**src/rtl/forw_hazard_unit.sv**
```systemverilog
// Forwarding and hazard unit at the ID/EX boundary: in-flight destination tracker,
// operand forwarding, load-use / RAW stall and a saturating stall counter.
// Optional macro FWD_BRANCH_EN makes branches forwarding-aware sources.
module forw_hazard_unit #(
    parameter int unsigned XLEN       = 32,
    parameter int unsigned NUM_STAGES = 3,
    parameter int unsigned CNT_W      = 16
) (
    input  logic                       clk,
    input  logic                       rst_n,
    input  logic                       isForw_ON,
    input  logic                       flush,
    input  logic                       id_valid,
    input  logic [6:0]                 id_op,
    input  logic [4:0]                 id_rs1,
    input  logic [4:0]                 id_rs2,
    input  logic [4:0]                 id_rd,
    input  logic [XLEN-1:0]            data1,
    input  logic [XLEN-1:0]            data2,
    input  logic [XLEN-1:0]            s_data,
    input  logic [NUM_STAGES*XLEN-1:0] fwd_result,
    output logic [XLEN-1:0]            operand1,
    output logic [XLEN-1:0]            operand2,
    output logic [XLEN-1:0]            sData,
    output logic                       stall,
    output logic [CNT_W-1:0]           stall_cnt
);

    localparam int unsigned REG_W = 5;

    localparam logic [6:0] OP_R     = 7'b0110011;
    localparam logic [6:0] OP_IMM   = 7'b0010011;
    localparam logic [6:0] OP_LOAD  = 7'b0000011;
    localparam logic [6:0] OP_JALR  = 7'b1100111;
    localparam logic [6:0] OP_STORE = 7'b0100011;
    localparam logic [6:0] OP_BR    = 7'b1100011;

`ifdef FWD_BRANCH_EN
    localparam logic BR_EN = 1'b1;
`else
    localparam logic BR_EN = 1'b0;
`endif

    typedef struct packed {
        logic             valid;
        logic [REG_W-1:0] rd;
        logic             is_load;
    } trk_t;

    trk_t trk_q [NUM_STAGES];

    logic op_r, op_imm, op_load, op_jalr, op_s, op_b;
    logic use1, use2, writer;
    logic [NUM_STAGES-1:0] m1, m2;
    logic hit1, hit2;
    logic load_use, raw_any, issue;

    // Opcode class decode and source usage
    always_comb begin
        op_r    = (id_op == OP_R);
        op_imm  = (id_op == OP_IMM);
        op_load = (id_op == OP_LOAD);
        op_jalr = (id_op == OP_JALR);
        op_s    = (id_op == OP_STORE);
        op_b    = (id_op == OP_BR);
        use1    = op_r | op_imm | op_load | op_jalr | op_s | (op_b & BR_EN);
        use2    = op_r | op_s | (op_b & BR_EN);
        writer  = !(op_s || op_b) && (id_rd != '0);
    end

    always_comb begin
        m1 = '0;
        m2 = '0;
        for (int unsigned i = 0; i < NUM_STAGES; i++) begin
            m1[i] = use1 && (id_rs1 != '0) && trk_q[i].valid && (trk_q[i].rd == id_rs1);
            m2[i] = use2 && (id_rs2 != '0) && trk_q[i].valid && (trk_q[i].rd == id_rs2);
        end
    end

    // Ascending scan so the youngest matching stage is taken first
    always_comb begin
        operand1 = data1;
        operand2 = data2;
        sData    = s_data;
        hit1     = 1'b0;
        hit2     = 1'b0;
        if (isForw_ON) begin
            for (int unsigned i = 0; i < NUM_STAGES; i++) begin
                if (m1[i] && !hit1) begin
                    hit1     = 1'b1;
                    operand1 = fwd_result[i*XLEN +: XLEN];
                end
                if (m2[i] && !hit2) begin
                    hit2 = 1'b1;
                    if (op_s) sData    = fwd_result[i*XLEN +: XLEN];
                    else      operand2 = fwd_result[i*XLEN +: XLEN];
                end
            end
        end
    end

    always_comb begin
        load_use = (m1[0] | m2[0]) & trk_q[0].is_load;
        raw_any  = (|m1) | (|m2);
        stall    = id_valid && !flush && (isForw_ON ? load_use : raw_any);
        issue    = id_valid && !stall;
    end

    // In-flight tracker: shifts every cycle, bubble when nothing issues
    always_ff @(posedge clk) begin
        if (!rst_n || flush) begin
            for (int unsigned k = 0; k < NUM_STAGES; k++) trk_q[k] <= '0;
        end else begin
            trk_q[0] <= issue ? '{valid: writer, rd: id_rd, is_load: op_load} : '0;
            for (int unsigned k = 1; k < NUM_STAGES; k++) trk_q[k] <= trk_q[k-1];
        end
    end

    always_ff @(posedge clk) begin
        if (!rst_n)
            stall_cnt <= '0;
        else if (stall && (stall_cnt != '1))
            stall_cnt <= stall_cnt + CNT_W'(1);
    end

endmodule

```
**config.mk**
```make
export PLATFORM = sky130hd
export DESIGN_NAME = forw_hazard_unit
export DESIGN_NICKNAME = d
export VERILOG_FILES = /design/src/rtl/forw_hazard_unit.sv
export SDC_FILE = /design/constraint.sdc
export NUM_CORES = 1
export LEC_CHECK = 0
export ABC_AREA = 1
export BUFFER_PORTS_ARGS = -buffer_cell sky130_fd_sc_hd__buf_2
export CAP_MARGIN = 20
export CELL_PAD_IN_SITES_DETAIL_PLACEMENT = 1
export CELL_PAD_IN_SITES_GLOBAL_PLACEMENT = 1
export CORE_UTILIZATION = 29
export CTS_CLUSTER_SIZE = 8
export DETAILED_ROUTE_END_ITERATION = 10
export PLACE_DENSITY = 0.89
export SLEW_MARGIN = 20
export SYNTH_ARGS = -nofsm -noshare
export SYNTH_HDL_FRONTEND = slang
export SYNTH_SLANG_ARGS = --single-unit
export TNS_END_PERCENT = 10
```
**constraint.sdc**
```tcl
create_clock -name clk -period 2.3 [get_ports clk]
set_input_delay 0.345 -clock clk [delete_from_list [all_inputs] [get_ports clk]]
set_output_delay 0.345 -clock clk [all_outputs]
set_load 0.02 [all_outputs]
```
==> flow_summary_export.csv <==
group,metric,value,unit
setup_path,critPathRequiredTime,1.96,ns
worst_hold_path,min_to,"trk_q[0][5]",
synth,synthTopCellsByArea,"nand2_1, nor2_1, dfxtp_1",
sta,setup_tns,-33.47,ns
final_layout,n_fill_cell,3229,
synth,synth.distinct_cells,33,
setup_path,startpoint_type,"register",
placed_design,gp_congestion,0.944,
setup_path,reg2regPathDepth,17,
placed_design,portBuffers,331,
clock_tree,cts-root-buf,"clkbuf_16",
drt,finalWirelength,42300,um
drt,antenna_left,0,
setup_path,critPathKind,"register to output port",
clock_tree,cts_tree,"built",
setup_path,cp_max_fo,6,
pwr,p_per_area,257,mW/mm^2
drt,wl_per_cell,20.4,um
sta,period_share,123,%
placed_design,dp_cells,2030,
final_layout,fin_area,0.0109,sq mm
pwr,ir_drop,0.418,mV
global_routing,antenna_found_initial,7,
setup_path,crit_slowest_cell,"dfxtp_2",
final_layout,syn_to_final_growth,61.4,%
die,die_y,154,um
clock_tree,htreeDepth,2,
clock_tree,insertion_delay,0.30,ns
sta,timing.hold.ws,0.289,ns
die,placementRows,55,
sta,finalHoldViolCount,0,
setup_path,r2r-end,"stall_cnt[10]",
die,core,0.0227,sq mm
synth,netlist_instances,1394,
setup_path,crit_path_cell_trace,"inv_2 > nand2_1 > nand2_1 > nor2_4 > nand2_2 > nor2_4 > nand2_4 > buf_6 > nor2_4 > buf_12 > buf_8 > nand2_1 > nand3_1 > nand3_1 > nand2_1 > nand2_1 > buf_2",
clock_tree,clock_sinks,35,
worst_hold_path,hp-start,"id_rd[4]",
drt,via_per_inst,5.54,
drt,drt_iter0_markers,888,
placed_design,place_ws,-0.403,ns
drt,num_vias,11491,
setup_path,crit_path_frequent_cell,"nand2_1",
global_routing,grt_pass1_wl,62000,um
placed_design,place_hpwl,29100,um
global_routing,grt.total_usage,33.0,%
final_layout,stdcell_count,2074,
die,die_w,154,um
drt,drc,0,
drt,first_pass_iters,7,
clock_tree,ctsHoldBuffers,0,
sta,relSlewSlack,69.3,%
final_layout,nets,2000,
clock_tree,clockBufferDepth,2,
final_layout,final_common_cell,"nand2_1",
sta,clock.fmax,354,MHz
sta,min_period,2.82,ns
synth,synth_top_area_share,30.5,%
setup_path,slowest_delay,0.37,ns
setup_path,r2r_slack,0.10,ns
synth,ys_ff_latch,35,
worst_hold_path,hold_path_class,"input port to register",
sta,finClkSkew,0.0132,ns
sta,slew_violations,0,
sta,finalSetupViolCount,97,
clock_tree,clk_pin_slew,0.06,ns
status,status,"finished, violations left",
pwr,leakage,5.86,nW
sta,tightest_slew,0.460,ns
global_routing,grt_pass1_vias,11646,
synth,synth_area_leader_cell,"nand2_1",
synth,syn-num-nets,1614,
worst_hold_path,hold_depth,3,
synth,yosysWarnings,0,
placed_design,place_area,0.00941,sq mm
status,violations,"setup timing",
clock_tree,numCtsBuffers,5,
synth,yosysSeqAreaShare,10.4,%
final_layout,layout_common_cells,"nand2_1, buf_2, nor2_1, inv_1, buf_4",
setup_path,end_kind,"output port",
synth,synthesis.area,0.00674,sq mm
final_layout,drive_gt1_share,35.1,%
setup_path,crit_arrival,2.48,ns
sta,rsz0062_at_grt,"yes",
pwr,total_power,2.79,mW
die,fp.dieArea,0.0239,sq mm
synth,syn_area_per_cell,4.83,sq um
final_layout,fin_util,47.9,%
global_routing,overflow,0,
flow_run,maxCapViolations,0,
global_routing,grt_max_degree,73,
die,initial_core_util,29.7,%
die,io_pins,332,
setup_path,timing.rr.start,"trk_q[0][4]",
sta,setup_slack,-0.523,ns
Yosys cell counts:
master and number:
o22ai_1 24, o211ai_1 40, nor2_1 201, nand2_2 3
dfxtp_1 35, nand2_4 1, xor2_1 10, nor2_2 5
buf_6 4, a21oi_2 21, clkinv_1 1, nor2_4 1
clkbuf_1 43, nand3_2 3, o21ai_0 64, ha_1 1
inv_2 18, inv_1 137, a21oi_1 64, nand3_1 81
buf_1 4, nand3b_1 2, clkbuf_2 1, nand2_1 548
nor3_1 10, buf_4 4, buf_2 26, nand4_1 7
or2_2 1, nand4_2 1, o2111ai_1 14, o21ai_1 12
xnor2_1 7
critical path: cells and delay by family (launching register included):
family	cells	cell delay [ns]
and+or+nand+nor	12	1.17
buffers and inverters	5	0.63
DFF	1	0.37
cell families after synthesis:
| logic type | Yosys count | share of synthesized area, % |
|---|---|---|
| adders and majority gates | 1 | 0.186 |
| AOI/OAI and AO/OA | 239 | 21.6 |
| and+or+nand+nor | 864 | 51.2 |
| buffers and inverters | 238 | 14.4 |
| DFF | 35 | 10.4 |
| xor gates and xnor gates | 17 | 2.21 |
state kept, by name (all words and copies together), names as in the netlist:
register and flops:
stall_cnt 16, trk_q 19
metal layers:
| layer | part of all wire [%] | GRT usage (%) |
|---|---|---|
| met5 | 0 | 0 |
| met4 | 6.3 | 20.0 |
| met3 | 8.1 | 5.72 |
| met2 | 48 | 57.9 |
| met1 | 38 | 37.4 |
report_power, final:
group | internal, mW | switching [mW]
logic | 0.532 | 0.828
clock network | 0.515 | 0.299
registers | 0.611 | 0.00604
total | 1.66 | 1.13
what timing repair did:
| item | 4_1_cts | 5_1_grt |
|---|---|---|
| endpoints found under the setup margin | 120 | 120 |
| pin swaps | 22 | 42 |
| buffers inserted | 15 | 2 |
| resized for setup | 198 | 92 |
| gates cloned | 8 | 3 |
worst max path at each step:
stage / from / to / slack, ns
2_1_floorplan: id_op[1] / sData[30] / 0.08
6_report: trk_q[0][3] / sData[26] / -0.52
3_3_place_gp: id_op[1] / operand2[29] / -0.38
5_1_grt: trk_q[0][3] / sData[27] / -0.63
4_1_cts: trk_q[0][4] / sData[30] / -0.40
3_5_place_dp: id_op[1] / operand2[25] / -0.40
cell type report:
| class | count | area (sq um) | share of cell area [%] |
|---|---|---|---|
| clock inverter | 3 | 46.3 | 0.426 |
| tap | 285 | 357 | 3.28 |
| antenna | 8 | 20.0 | 0.184 |
| sequential | 35 | 716 | 6.58 |
| timing repair buffer | 461 | 3550 | 32.7 |
| clock buffer | 5 | 125 | 1.15 |
| inverter | 156 | 613 | 5.64 |
| multi-input combinational | 1121 | 5450 | 50.1 |
(Power assumes the default switching activity.)
